`src/rtl/program_loader.sv`:
```
// Byte-stream program loader: assembles little-endian 16-bit instructions and writes them to instruction memory.
// Optional trailing XOR checksum byte is enabled by defining LOADER_CHECKSUM_EN.
module program_loader #(
    parameter int MEM_DEPTH = 512,
    parameter int CNT_W     = 16
) (
    input  logic        clk_i,
    input  logic        reset_n_i,
    input  logic        start_load_i,
    input  logic [7:0]  byte_i,
    input  logic        byte_valid_i,
    output logic        byte_ready_o,
    output logic        program_mem_write_en_o,
    output logic [15:0] instruction_o,
    output logic [31:0] instruction_addr_o,
    output logic        cpu_hold_o,
    output logic        fetch_valid_o,
    output logic        load_done_o,
    output logic        load_error_o
);

    // Stream handshake: a byte transfers on a rising clk_i edge where
    // byte_valid_i and byte_ready_o are both high; valid may stall indefinitely.
    typedef enum logic [3:0] {
        S_IDLE, S_LEN_LO, S_LEN_HI, S_DATA_LO, S_DATA_HI,
        S_WRITE, S_CHECK, S_DONE, S_ERROR
    } state_e;

    state_e           state_q, state_d, end_state;
    logic [CNT_W-1:0] count_q, count_d;
    logic [CNT_W-1:0] index_q, index_d;
    logic [15:0]      instr_q, instr_d;
    logic             accept;
`ifdef LOADER_CHECKSUM_EN
    logic [7:0]       csum_q, csum_d;
`endif

    assign accept = byte_valid_i & byte_ready_o;

`ifdef LOADER_CHECKSUM_EN
    assign end_state = S_CHECK;
`else
    assign end_state = S_DONE;
`endif

    always_comb begin
        state_d = state_q;
        count_d = count_q;
        index_d = index_q;
        instr_d = instr_q;
`ifdef LOADER_CHECKSUM_EN
        csum_d  = csum_q;
`endif
        case (state_q)
            S_IDLE, S_DONE, S_ERROR: begin
                if (start_load_i) begin
                    state_d = S_LEN_LO;
                    index_d = '0;
`ifdef LOADER_CHECKSUM_EN
                    csum_d  = 8'h00;
`endif
                end
            end
            S_LEN_LO: begin
                if (accept) begin
                    count_d = CNT_W'(byte_i);
                    state_d = S_LEN_HI;
                end
            end
            S_LEN_HI: begin
                if (accept) begin
                    count_d = CNT_W'({byte_i, count_q[7:0]});
                    if (count_d == '0) begin
                        state_d = end_state;
                    end else if (count_d > CNT_W'(MEM_DEPTH)) begin
                        state_d = S_ERROR;
                    end else begin
                        state_d = S_DATA_LO;
                    end
                end
            end
            S_DATA_LO: begin
                if (accept) begin
                    instr_d = {instr_q[15:8], byte_i};
`ifdef LOADER_CHECKSUM_EN
                    csum_d  = csum_q ^ byte_i;
`endif
                    state_d = S_DATA_HI;
                end
            end
            S_DATA_HI: begin
                if (accept) begin
                    instr_d = {byte_i, instr_q[7:0]};
`ifdef LOADER_CHECKSUM_EN
                    csum_d  = csum_q ^ byte_i;
`endif
                    state_d = S_WRITE;
                end
            end
            S_WRITE: begin
                index_d = index_q + 1'b1;
                state_d = (index_d == count_q) ? end_state : S_DATA_LO;
            end
`ifdef LOADER_CHECKSUM_EN
            S_CHECK: begin
                if (accept) begin
                    state_d = (byte_i == csum_q) ? S_DONE : S_ERROR;
                end
            end
`endif
            default: state_d = S_IDLE;
        endcase
    end

    // Outputs are decoded from the next state so they are registered alongside it.
    always_ff @(posedge clk_i or negedge reset_n_i) begin
        if (!reset_n_i) begin
            state_q                <= S_IDLE;
            count_q                <= '0;
            index_q                <= '0;
            instr_q                <= '0;
`ifdef LOADER_CHECKSUM_EN
            csum_q                 <= 8'h00;
`endif
            byte_ready_o           <= 1'b0;
            program_mem_write_en_o <= 1'b0;
            instruction_o          <= '0;
            instruction_addr_o     <= '0;
            cpu_hold_o             <= 1'b1;
            fetch_valid_o          <= 1'b0;
            load_done_o            <= 1'b0;
            load_error_o           <= 1'b0;
        end else begin
            state_q <= state_d;
            count_q <= count_d;
            index_q <= index_d;
            instr_q <= instr_d;
`ifdef LOADER_CHECKSUM_EN
            csum_q  <= csum_d;
`endif
            byte_ready_o <= (state_d == S_LEN_LO) || (state_d == S_LEN_HI) ||
                            (state_d == S_DATA_LO) || (state_d == S_DATA_HI) ||
                            (state_d == S_CHECK);
            program_mem_write_en_o <= (state_d == S_WRITE);
            if (state_d == S_WRITE) begin
                instruction_o      <= instr_d;
                instruction_addr_o <= 32'(index_q);
            end
            cpu_hold_o    <= (state_d != S_DONE);
            fetch_valid_o <= (state_d == S_DONE);
            load_done_o   <= (state_d == S_DONE);
            load_error_o  <= (state_d == S_ERROR);
        end
    end

endmodule

```
`config.mk`:
```
export PLATFORM = sky130hd
export DESIGN_NAME = program_loader
export DESIGN_NICKNAME = d
export VERILOG_FILES = /design/src/rtl/program_loader.sv
export SDC_FILE = /design/constraint.sdc
export NUM_CORES = 1
export LEC_CHECK = 0
export ABC_AREA = 1
export CAP_MARGIN = 20
export CORE_ASPECT_RATIO = 1.1
export CORE_MARGIN = 5
export CORE_UTILIZATION = 40
export CTS_CLUSTER_DIAMETER = 40
export DETAILED_ROUTE_END_ITERATION = 7
export PLACE_DENSITY = 0.67
export SYNTH_ARGS = -nofsm -noshare
export SYNTH_HDL_FRONTEND = slang
export SYNTH_SLANG_ARGS = --single-unit
export TNS_END_PERCENT = 5
```
`constraint.sdc`:
```
create_clock -name clk_i -period 3.1 [get_ports clk_i]
set_clock_uncertainty 0.2 [all_clocks]
set_input_delay 0.62 -clock clk_i [delete_from_list [all_inputs] [get_ports clk_i]]
set_output_delay 0.62 -clock clk_i [all_outputs]
set_load 0.005 [all_outputs]
```
==> metrics.txt <==
most frequent cells in the layout nand2_1 (139), dfrtp_1 (80), inv_1 (50); final setup violation count 0; Yosys reg bits 81; layout overhead on the synthesized area 20.0%; worst r2r src index_q[0]; setup bufs post-CTS 0; final hold violation count 0; Internal 2.22 mW; final instance area 4830 um2; Vias 3422; Ant. Diodes 0; final net count 554; Tot GR Track Use 16.7%; clock slew at reported path FFs 0.09 ns; Final Non-Filler Cells 666; die area 12200 um2; DP Worst Slack 0.444 ns; Worst-Skew Late Latency 0.36 ns; CTS tree done; GP Congestion 0.864; sequential share of power 42.4%; setup ws final 0.814 ns; largest net degree at the start of global routing 82; share of cells above drive strength 1 8.97%; crit-path max FO 11; PortBufs 49; VDD IR-drop max 392 uV; Clock Tree Buf Depth 2; hold slack 0.289 ns; CP startpoint byte_valid_i; Combinational Power Share 33.6%; # resized after CTS 0; yosys warns 0; # hold bufs at CTS 0; end point of the critical path byte_ready_o; CP Launch Type primary input; drt first pass iters 4; Max Fclk 437 MHz; sequential-to-total area share from yosys stat 50.4%; Post-synth EDFFs 0; HP Class flip-flop to flip-flop; mux contribution to synthesized area 0%; Slew headroom 59.7%; Psw 1.27 mW; critical path type primary input to flip-flop; Starting Density 40.9%; crit path DAT 2.34 ns; via/cell ratio 5.14; Tcrit/Tclk final 73.8%; number of max-cap violations 0; WP data required 3.16 ns; die extent in y 115 um; crit path time final 2.29 ns; top_reg_cell synth dfrtp_1; clock share of power 23.9%; CTS Sinks 81; number of global-route vias before repair 3322; first-pass GRT wire length 16300 um; ANT nets after route 0; CTS Buf Count 9; Remaining DRCs 0; cell area power density 722 nW/um2; I/O pin total 66; Post-Synth XOR/XNOR Area 2.21%; commonest non-fill, non-tap cell in the layout nand2_1; grt total ovfl 0; DIE WIDTH 106 um; dpl cells 648; Reg2Reg Capture Point byte_ready_o; Core Area 9840 um2; Placed Area 4590 um2; Synth Area in Compound Gates 10.8%; Gate Count Post-Synth 488; Iter 0 DRT Violations 182; unrepaired setup endpoints after global routing no; Adder-Cell Fraction of Synth Area 0.311%; static leakage 2.26 nW; Slew Limit Fails 0; DR WL/cell 14.5 um; Rows 38; status complete, no violations; async set-reset flop share out of synthesis 100%; Least-Margin Pin Slew 0.604 ns; simple-gate share of the synthesized area 26.7%; initial antenna violation count 0; Routed WL 9670 um; CP Capture Type flip-flop; synthesized area per cell 8.25 um2; r2r setup slk 0.84 ns; Mapped Area 4030 um2; H-tree depth 3; Root Driver clkbuf_8; main combinational cell family by area after synthesis simple AND/OR/NAND/NOR gates; Switching Fraction 36.4%; distinct cell type count after synthesis 36; hpwl dp 7040 um; final setup TNS 0 ns; FF-to-FF path depth 14
## final cells by class
class / instances / area [um2]
tap: 120 / 150
clock buffer: 9 / 124
fill: 926 / 5010
clock inverter: 7 / 83.8
sequential: 81 / 2030
timing repair buffer: 55 / 568
inverter: 56 / 210
multi-input combinational: 338 / 1670
## power groups by stage
stage	Sequential, mW	Combinational [mW]	Clock, mW
6_report	1.48	1.17	0.835
5_1_grt	1.52	1.33	0.895
4_1_cts	1.48	1.18	0.849
3_5_place_dp	1.50	1.17	0
3_3_place_gp	1.50	1.14	0
2_1_floorplan	1.48	0.703	0
## through the flow
step	power, mW	utilization, %
2_1_floorplan	2.18	-
3_3_place_gp	2.64	46.6
3_5_place_dp	2.67	46.6
4_1_cts	3.51	48.7
5_1_grt	3.74	49.1
6_report	3.49	49.1
## layer usage
| layer | track usage [%] | share of wire (%) | up-vias |
|---|---|---|---|
| met5 | 0 | 0 | - |
| met4 | 5.96 | 2.2 | 0 |
| met3 | 4.72 | 7.2 | 16 |
| met2 | 25.3 | 45 | 128 |
| met1 | 23.1 | 45 | 1610 |
| li1 | - | - | 1668 |
## worst max-delay path: stages
cell	delay, ns
clkdlybuf4s50_1	0.47
nand2_1	0.20
inv_1	0.30
nand3_1	0.15
nand2_1	0.10
nand2_1	0.05
a21oi_1	0.21
nand2_1	0.08
nand3_1	0.08
nand2_1	0.07
## worst min-delay path by stage
| stage | startpoint | to | slack (ns) | cells past startpoint |
|---|---|---|---|---|
| 5_1_grt | instruction_o[4] | instruction_o[4] | 0.32 | 2 |
| 3_5_place_dp | instruction_o[4] | instruction_o[4] | 0.26 | 2 |
| 4_1_cts | reset_n_i | instruction_o[0] | 0.27 | 1 |
| 3_3_place_gp | instruction_addr_o[14] | instruction_addr_o[14] | 0.26 | 2 |
| 2_1_floorplan | reset_n_i | byte_ready_o | 0.12 | 0 |
| 6_report | instruction_addr_o[14] | instruction_addr_o[14] | 0.29 | 2 |
## logic make-up (layout without fill, tap and decap cells)
kind of cell	after synthesis	count (layout)
adders and majority gates	1	1
and+or+nand+nor	237	237
other	1	16
AOI/OAI and AO/OA	77	77
xor gates and xnor gates	7	7
DFF	81	81
buffers and inverters	84	127
## registers in the layout, summed over array words and instances (netlist names)
| signal | cells |
|---|---|
| byte_ready_o | 1 |
| count_q | 16 |
| cpu_hold_o | 1 |
| index_q | 16 |
| instr_q | 8 |
| instruction_addr_o | 16 |
| instruction_o | 16 |
| load_done_o | 1 |
| load_error_o | 1 |
| program_mem_write_en_o | 1 |
| state_q | 4 |
## cells in the mapped netlist, types with 3 or more instances
library cell / count / area (um2)
xor2_1: 4 / 35.0
nand2_2: 5 / 31.3
nor2_1: 23 / 86.3
nand3_1: 42 / 210
nor2_2: 5 / 31.3
nor2_4: 3 / 33.8
o21ai_1: 3 / 15.0
nand2_1: 139 / 522
o21ai_0: 42 / 210
buf_2: 3 / 15.0
nand4_1: 10 / 62.6
buf_4: 18 / 135
inv_1: 50 / 188
dfrtp_1: 80 / 2000
inv_2: 6 / 22.5
o22ai_1: 25 / 156
clkbuf_1: 5 / 18.8
Power figures use the tool's default switching activity.
